File: src/rtl/stream_arbiter_pkg.sv
// Shared types and helpers for the round-robin stream arbiter.
// Latency: n/a (declarations only).
// Backpressure: n/a.
package stream_arbiter_pkg;

    // Arbiter FSM: IDLE picks a new winner each beat, LOCK holds one port for a burst
    typedef enum logic {
        ST_IDLE = 1'b0,
        ST_LOCK = 1'b1
    } state_e;

    // Grant index width; a 2-port arbiter still needs one bit
    function automatic int gw_of(input int n);
        return (n <= 2) ? 1 : $clog2(n);
    endfunction

endpackage

File: src/rtl/stream_arbiter_pick.sv
// Round-robin winner search starting at ptr, wrapping at NUM_PORTS-1.
// Latency: purely combinational.
// Backpressure: none; caller gates the grant with output-slot availability.
module stream_arbiter_pick #(
    parameter int NUM_PORTS = 4,
    parameter int GW        = 2
) (
    input  logic [NUM_PORTS-1:0] req,
    input  logic [GW-1:0]        ptr,
    output logic [GW-1:0]        winner,
    output logic                 any
);

    // First requester found in the order ptr, ptr+1, ... (mod NUM_PORTS)
    always_comb begin
        int idx;
        idx    = 0;
        winner = '0;
        any    = 1'b0;
        for (int i = 0; i < NUM_PORTS; i++) begin
            idx = int'(ptr) + i;
            if (idx >= NUM_PORTS) begin
                idx = idx - NUM_PORTS;
            end
            if (!any && req[idx]) begin
                any    = 1'b1;
                winner = GW'(idx);
            end
        end
    end

endmodule

File: src/rtl/stream_arbiter.sv
// Round-robin burst arbiter: NUM_PORTS valid/ready streams onto one tagged output stream.
// Latency: 1 cycle from input acceptance to oValid_BM; 1 beat/cycle sustained.
// Backpressure: one-entry output register; upstream ready only when that slot is empty or draining.
module stream_arbiter
    import stream_arbiter_pkg::*;
#(
    parameter int NUM_PORTS = 4,
    parameter int WIDTH     = 8
) (
    input  logic                          iCLK,
    input  logic                          iRST,
    input  logic [NUM_PORTS-1:0]          iValid_AM,
    output logic [NUM_PORTS-1:0]          oReady_AM,
    input  logic [NUM_PORTS*WIDTH-1:0]    iData_AM,
    input  logic [NUM_PORTS-1:0]          iLast_AM,
    output logic                          oValid_BM,
    input  logic                          iReady_BM,
    output logic [WIDTH-1:0]              oData_BM,
    output logic                          oLast_BM,
    output logic [gw_of(NUM_PORTS)-1:0]   oGrant_BM
);

    localparam int GW = gw_of(NUM_PORTS);

    state_e          state_q, state_d;
    logic [GW-1:0]   ptr_q, ptr_d;
    logic [GW-1:0]   gnt_q, gnt_d;
    logic            valid_q, valid_d;
    logic [WIDTH-1:0] data_q, data_d;
    logic            last_q, last_d;
    logic [GW-1:0]   grant_q, grant_d;

    logic [GW-1:0]   pick_winner;
    logic            pick_any;
    logic            slot_free;
    logic [GW-1:0]   sel;
    logic            sel_vld;
    logic [WIDTH-1:0] sel_data;
    logic            sel_last;
    logic            in_xfer;

    stream_arbiter_pick #(
        .NUM_PORTS (NUM_PORTS),
        .GW        (GW)
    ) u_pick (
        .req    (iValid_AM),
        .ptr    (ptr_q),
        .winner (pick_winner),
        .any    (pick_any)
    );

    // Output slot can take a beat when empty or when its current beat leaves this cycle
    assign slot_free = ~valid_q | iReady_BM;

    // Select the serviced port and drive its ready; data never feeds ready
    always_comb begin
        sel       = (state_q == ST_LOCK) ? gnt_q : pick_winner;
        sel_vld   = (state_q == ST_LOCK) ? iValid_AM[gnt_q] : pick_any;
        sel_data  = '0;
        sel_last  = 1'b0;
        for (int p = 0; p < NUM_PORTS; p++) begin
            if (GW'(p) == sel) begin
                sel_data = iData_AM[p*WIDTH +: WIDTH];
                sel_last = iLast_AM[p];
            end
        end
        oReady_AM = '0;
        if (iRST && ((state_q == ST_LOCK) || pick_any)) begin
            oReady_AM[sel] = slot_free;
        end
        in_xfer = iRST & sel_vld & slot_free;
    end

    // Next-state: burst lock/unlock, pointer advance past the finishing port, output register load
    always_comb begin
        state_d = state_q;
        ptr_d   = ptr_q;
        gnt_d   = gnt_q;
        if (in_xfer) begin
            if (sel_last) begin
                state_d = ST_IDLE;
                ptr_d   = (sel == GW'(NUM_PORTS - 1)) ? '0 : sel + GW'(1);
            end else begin
                state_d = ST_LOCK;
                gnt_d   = sel;
            end
        end
        valid_d = in_xfer | (valid_q & ~iReady_BM);
        data_d  = in_xfer ? sel_data : data_q;
        last_d  = in_xfer ? sel_last : last_q;
        grant_d = in_xfer ? sel : grant_q;
    end

    // State and output register; reset drops any burst in flight and the held beat
    always_ff @(posedge iCLK or negedge iRST) begin
        if (!iRST) begin
            state_q <= ST_IDLE;
            ptr_q   <= '0;
            gnt_q   <= '0;
            valid_q <= 1'b0;
            data_q  <= '0;
            last_q  <= 1'b0;
            grant_q <= '0;
        end else begin
            state_q <= state_d;
            ptr_q   <= ptr_d;
            gnt_q   <= gnt_d;
            valid_q <= valid_d;
            data_q  <= data_d;
            last_q  <= last_d;
            grant_q <= grant_d;
        end
    end

    assign oValid_BM = valid_q;
    assign oData_BM  = data_q;
    assign oLast_BM  = last_q;
    assign oGrant_BM = grant_q;

endmodule
File: config.mk
export PLATFORM = sky130hd
export DESIGN_NAME = stream_arbiter
export DESIGN_NICKNAME = d
export VERILOG_FILES = /design/src/rtl/stream_arbiter_pkg.sv /design/src/rtl/stream_arbiter_pick.sv /design/src/rtl/stream_arbiter.sv
export SDC_FILE = /design/constraint.sdc
export NUM_CORES = 1
export LEC_CHECK = 0
export CAP_MARGIN = 15
export CORE_MARGIN = 4
export CORE_UTILIZATION = 42
export DETAILED_ROUTE_END_ITERATION = 8
export PLACE_DENSITY_LB_ADDON = 0.2
export SETUP_SLACK_MARGIN = 0.4
export SLEW_MARGIN = 10
export SYNTH_ARGS = -nofsm -noshare
export SYNTH_HDL_FRONTEND = slang
export SYNTH_SLANG_ARGS = --single-unit
File: constraint.sdc
create_clock -name iCLK -period 4.6 [get_ports iCLK]
set_input_delay 1.15 -clock iCLK [delete_from_list [all_inputs] [get_ports iCLK]]
set_output_delay 1.15 -clock iCLK [all_outputs]
set_load 0.005 [all_outputs]
; After elaboration in Yosys (flattened, before gate mapping)
; Index checks and enable logic that the tools add are counted.
; Widths: inputs -> output; s select.
[totals]
ff_bits = 17
latch_bits = 0
mem_bits_rw = 0
rom_bits = 0
input_bits = 43
output_inout_bits = 16
elab_cells = 92
n_memories = 0
[op_classes]
n_addsub = 8
multipliers = 0
n_div = 0
n_lt_le_gt_ge = 11
n_eq_ne = 4
shift = 0
muxes = 41
n_bitwise = 9
reduce_logical = 12
[ops]
columns = operator, n
row1 = $lt 32x4->1 const B, 4
row2 = $mux 32, 4
row3 = $ge 32x4->1 const B, 3
row4 = $sub 32x4->32 const B, 3
row5 = $mux 8, 4
row6 = $mux 1, 20
row7 = $mux 2, 6
row8 = $bmux 1 s2, 5
row9 = $add 2x2->3 const B, 2
row10 = $lt 2x3->1 const B, 2
row11 = $logic_and 1x1->1, 5
row12 = $and 4x4->4, 1
row13 = $eq 2x2->1 const A, 2
row14 = $mux 4, 1
row15 = $reduce_and 2->1, 2
row16 = $sub 2x3->4 const B, 1
row17 = $add 2x1->3 const B, 1
row18 = $and 1x1->1, 3
row19 = $ge 2x3->1 const B, 1
row20 = $logic_not 1->1, 3
row21 = $not 1->1, 3
row22 = $add 2x1->2 const B, 1
row23 = $demux 1 s2, 1
row24 = $eq 1x2->1 const A, 1
row25 = other kinds (5), 6

; Depth between registers and ports, before layout
[logic_depth]
word_depth = 23
ltp_mapped = 13
mapped_depth_nobuf = 11

; Cells and area by module
; A second synthesis with hierarchy kept.
[hier_totals]
hier_cells = 136
area_unflattened_um2 = 1178.6
[by_module_without_submodules]
columns = module, instances, cells_each, area_each_um2, seq_area_each_um2
row1 = stream_arbiter, 1, 121, 1101.1, 425.4
row2 = stream_arbiter_pick, 1, 15, 77.6, 0.0

; Least setup slack after synthesis
; No wires, ideal clock.
[synth_timing]
kind = input to output
from = input iValid_AM[0]
to = output oReady_AM[2]
t_arrival_ns = 3.018
required_time_ns = 3.450
path_slack_ns = 0.432
cell_stages = 8
path_buffers = 3
cell_sequence = buf_6 > mux4_2 > a311o_2 > nand2_1 > ha_1 > clkbuf_1 > clkbuf_1 > and2_1
[synth_via]
elab_chain_len = 20
elab_cells_between_ends = 36
cone_classes = 2 x order compare / 24 x mux / 1 x bitwise / 9 x reduce/logical
[synth_lines]
columns = item, line
row1 = from (decl), stream_arbiter.sv:12  ; input logic [NUM_PORTS-1:0] iValid_AM,
row2 = $bmux 1 s2, stream_arbiter_pick.sv:25  ; if (!any && req[idx]) begin
row3 = $mux 1 (implied by the code) (2 in series), stream_arbiter_pick.sv:25
row4 = $mux 1, stream_arbiter_pick.sv:25
row5 = $logic_not 1->1, stream_arbiter_pick.sv:25
row6 = $logic_and 1x1->1, stream_arbiter_pick.sv:25
row7 = $mux 1, stream_arbiter_pick.sv:25
row8 = $logic_not 1->1, stream_arbiter_pick.sv:25
row9 = $logic_and 1x1->1, stream_arbiter_pick.sv:25
row10 = [3 not listed], -
row11 = $mux 2, stream_arbiter_pick.sv:25
row12 = $mux 2, stream_arbiter.sv:57  ; sel = (state_q == ST_LOCK) ? gnt_q : pick_winner;
row13 = $lt 2x3->1 (implied by the code) or $ge 2x1->1 (tied branches), stream_arbiter.sv:69  ; oReady_AM[sel] = slot_free;
row14 = $logic_and 1x1->1 (implied by the code), stream_arbiter.sv:69
row15 = $mux 1 (implied by the code), stream_arbiter.sv:69
row16 = $demux 1 s2, stream_arbiter.sv:69
row17 = $and 4x4->4 (no source line), -
row18 = $mux 4 (*), stream_arbiter.sv:68  ; if (iRST && ((state_q == ST_LOCK) || pick_any)) begin
row19 = to (decl), stream_arbiter.sv:13  ; output logic [NUM_PORTS-1:0] oReady_AM,
; Mark *: on every way between the ends. The rest lies on a longest branch, timed or not. The select of a mux whose other input is x is not followed.

; Worst setup path after layout
[layout_timing]
from = input iValid_AM[3]
to = output oReady_AM[1]
[layout_via]
elab_chain_len = 20
elab_cells_between_ends = 36
cone_classes = 2 x order compare / 24 x mux / 1 x bitwise / 9 x reduce/logical
[layout_lines]
columns = item, line
row1 = $bmux 1 s2, stream_arbiter_pick.sv:25
row2 = $mux 1 (implied by the code) (2 in series), stream_arbiter_pick.sv:25
row3 = $mux 1, stream_arbiter_pick.sv:25
row4 = $logic_not 1->1, stream_arbiter_pick.sv:25
row5 = $logic_and 1x1->1, stream_arbiter_pick.sv:25
row6 = $mux 1, stream_arbiter_pick.sv:25
row7 = $logic_not 1->1, stream_arbiter_pick.sv:25
row8 = $logic_and 1x1->1, stream_arbiter_pick.sv:25
row9 = [4 not listed], -
row10 = $mux 2 (*), stream_arbiter.sv:57
row11 = via sel[0], stream_arbiter.sv:36  ; logic [GW-1:0] sel;
row12 = $lt 2x3->1 (implied by the code) or $ge 2x1->1 (tied branches), stream_arbiter.sv:69
row13 = $logic_and 1x1->1 (implied by the code), stream_arbiter.sv:69
row14 = $mux 1 (implied by the code), stream_arbiter.sv:69
row15 = $demux 1 s2 (*), stream_arbiter.sv:69
row16 = $and 4x4->4 (no source line) (*), -
row17 = $mux 4 (*), stream_arbiter.sv:68
; The timed path passes the listed nets; every way through them passes the cells marked *. The select of a mux whose other input is x is not followed.

==> impl_metrics.py <==
metrics = {
    "sta": {
        "slew_headroom": 0.6433,
        "hold_slack_ps": 521.9,
        "drv_slew": 0,
        "fin_crit_ps": 4137,
        "finalHoldViolations": 0,
        "fmax_mhz": 241.7,
        "rsz0062_at_grt": "false",
        "setup_viol": 0,
        "finalWorstSetupSlack_ps": 462.9,
        "tightest_slew_ps": 533.9,
        "post-route-period-util": 0.8994,
        "finalClockSkew_ps": 4.383,
    },
    "cts": {
        "cts_buffers": 3,
        "clk_path_buf_depth": 2,
        "clkTransAtPathRegs_ps": 90,
        "clock-sinks": 17,
        "ctsHoldBuffers": 0,
        "insertion_delay_ps": 280,
        "root_buffer": "clkbuf_4",
        "tritoncts": "yes",
        "cts_max_level": 1,
    },
    "final_layout": {
        "syn_to_final_growth_pct": 54.73,
        "n_antenna_cell": 0,
        "fillerInstances": 257,
        "seqCellArea_um2": 425.4,
        "final_net_count": 255,
        "final_area_mm2": 0.002066,
        "multi_input_area_um2": 848.3,
        "drive_gt1_frac": 0.2077,
    },
    "drt": {
        "drt-initial-drc-count": 105,
        "drt_wl_total_um": 3836,
        "viasPerCell": 5.271,
        "drtPass1Iterations": 4,
        "num_vias": 1323,
        "drt.antenna.violating_nets": 0,
        "drc_errors": 0,
        "wl_per_cell_um": 15.28,
    },
    "floorplanning": {
        "start_util": 0.4373,
        "die-area_mm2": 0.004145,
        "rows": 20,
        "die_y_um": 64.38,
        "fp.coreArea_mm2": 0.003053,
        "ios": 59,
        "die_x_um": 64.38,
    },
    "power_and_ir_drop": {
        "power_frac_clock": 0.057,
        "seq_power_share": 0.225,
        "p_int_mw": 0.8023,
        "switching_share": 0.3984,
        "leakage_nw": 0.9065,
        "ir_worst_vdd_mv": 0.4582,
        "p_per_area_mw_per_mm2": 645.6,
        "p_comb_frac": 0.718,
        "p_sw_mw": 0.5313,
    },
    "job": {
        "maxCapViolCount": 0,
    },
    "place": {
        "pre_cts_ws_ps": -0.3040,
        "placed_area_mm2": 0.002003,
        "port-buffer-count": 58,
        "dpl.hpwl_um": 3097,
        "place_congestion": 0.8984,
    },
    "min_path": {
        "hp-start": "oData_BM[4]$_DFFE_PN0P_",
        "hold_path.class": "reg2reg",
    },
    "global_route": {
        "grt_pass1_vias": 1304,
        "grt_pass1_wl_um": 6106,
        "grt-ovfl-total": 0,
        "track_usage": 0.1864,
        "antenna_found_initial": 0,
        "grt_max_degree": 19,
    },
    "critical_path": {
        "r2r_start": "ptr_q[1]$_DFFE_PN0P_",
        "cp-end-kind": "output port",
        "crit_slowest_cell": "mux4_2",
        "path_max_fanout": 5,
        "critPathLaunchType": "input pin",
        "cp.arrival_ps": 2990,
        "cp_cell_sequence": "dlygate4sd2_1 > mux4_2 > a311o_2 > and2_4 > ha_1 > and2_1 > dlygate4sd2_1",
        "criticalPathCategory": "in2out",
        "crit_path_max_incr_delay_ps": 460,
        "required_ps": 3450,
        "crit_start": "iValid_AM[3]",
        "crit_top_cell": "dlygate4sd2_1",
    },
    "synthesis": {
        "synth_fp_nets": 187,
        "syn_inst": 140,
        "yosysWarnings": 0,
        "syn_avg_cell_area_um2": 9.536,
        "netlist_area_mm2": 0.001335,
        "ys_seq_area_frac": 0.3187,
        "netlist-cell-type-count": 35,
        "synth-seq-cells": 17,
    },
    "outcome": {
        "status": "finished, final reports clean",
    },
}
per-layer routing:
| layer | global-route usage | vias to the layer above | routed length [µm] |
|---|---|---|---|
| met3 | 0.02636 | 3 | 197 |
| met4 | 0.05277 | 0 | 17 |
| met2 | 0.3003 | 49 | 1885 |
| met5 | 0 | - | 0 |
| met1 | 0.2590 | 626 | 1736 |
| li1 | - | 645 | - |
critical path, delay by kind of cell:
| family | cells | cell delay (ps) |
|---|---|---|
| buf+inv | 2 | 540 |
| mux | 1 | 460 |
| compound gates | 1 | 350 |
| simple gates | 2 | 290 |
| fa+ha+maj | 1 | 190 |
cell usage in the layout (no fill, tap or decap), types with 2 or more instances in the layout:
cell type        instances
nand2_1                 17
nor2_1                   3
and2_1                   4
buf_6                    2
a221oi_1                 9
nand2b_1                 3
clkdlybuf4s50_1         50
nor2b_1                  8
a21oi_1                  4
ha_1                     3
mux2_4                  11
dfrtp_1                 17
nand3b_1                 3
o22ai_1                  2
nor3b_1                  2
inv_1                    8
o31ai_1                  7
buf_4                   12
mux2_2                   5
dlygate4sd2_1            6
clkbuf_4                 3
o21ai_0                  5
area by class of cell:
cell class / count / area share
tap: 44 / 0.02665
multi-input combinational: 106 / 0.4107
inverter: 8 / 0.01454
sequential: 17 / 0.2059
timing repair buffer: 72 / 0.3295
clock buffer: 4 / 0.01272
cells by family after synthesis:
group | share of synthesized area
multiplexers | 0.1874
flip-flops | 0.3187
adder cells (fa/ha/maj) | 0.03749
AO/OA/AOI/OAI | 0.1978
buffers and inverters | 0.06560
AND/OR/NAND/NOR | 0.1931
synth_stat cells (all sizes together):
cell type	n	area [µm²]
dfrtp	17	425.4
a311o	1	11.26
o22ai	2	12.51
mux2i	1	10.01
o31a	1	8.760
nand3b	3	22.52
nand2b	3	18.77
nand2	18	75.07
and2	5	31.28
o211ai	1	7.510
o31ai	7	52.55
a21o	1	7.510
o21ai	6	30.03
nand4	1	6.260
clkbuf	6	22.52
buf	3	35.03
a21oi	4	20.02
o2bb2ai	1	8.760
mux4	1	22.52
nor2b	9	56.30
o32a	1	10.01
nor2	4	15.01
mux2	16	217.7
inv	8	30.03
o41ai	1	8.760
a21boi	1	7.510
nand3	1	5.000
a221oi	9	78.83
ha	4	50.05
nor3b	3	22.52
nor3	1	5.000
worst paths after layout:
path	to	slack (ps)	cells past startpoint
max	oReady_AM[1]	460	7
min	oData_BM[4]$_DFFE_PN0P_	520	1
max reg2reg	gnt_q[0]$_DFFE_PN0P_	1320	10
min reg2reg	oData_BM[4]$_DFFE_PN0P_	520	1
max in group asynchronous	ptr_q[0]$_DFFE_PN0P_	3160	2
min in group asynchronous	oGrant_BM[1]$_DFFE_PN0P_	1260	2
timing repair:
item | 4_1_cts | 5_1_grt
gates cloned | 0 | 0
endpoints found under the setup margin | 4 | 4
pin swaps | 2 | 4
resized for setup | 13 | 8
buffers inserted | 2 | 0
metrics by stage:
step | instances | power (mW) | setup TNS [ps] | util
detailed placement | 245 | 1.224 | -0.3040 | 0.6561
finish | 251 | 1.334 | 0 | 0.6766
CTS | 251 | 1.319 | 0 | 0.6701
global placement | 245 | 1.196 | 0 | 0.6561
floorplan | 140 | 0.8875 | 0 | -
global route | 251 | 1.442 | 0 | 0.6766
registers in the layout (all words and copies together) (netlist names):
signal	cells
oGrant_BM	2
state_q	1
gnt_q	2
oValid_BM	1
oLast_BM	1
oData_BM	8
ptr_q	2
power by group through the flow:
stage | Sequential [mW] | Clock [mW] | Combinational [mW]
2_1_floorplan | 0.272 | 0 | 0.616
3_3_place_gp | 0.295 | 0 | 0.901
3_5_place_dp | 0.300 | 0 | 0.924
4_1_cts | 0.297 | 0.0770 | 0.945
5_1_grt | 0.312 | 0.0844 | 1.05
6_report | 0.300 | 0.0762 | 0.957
(Power assumes the default switching activity.)
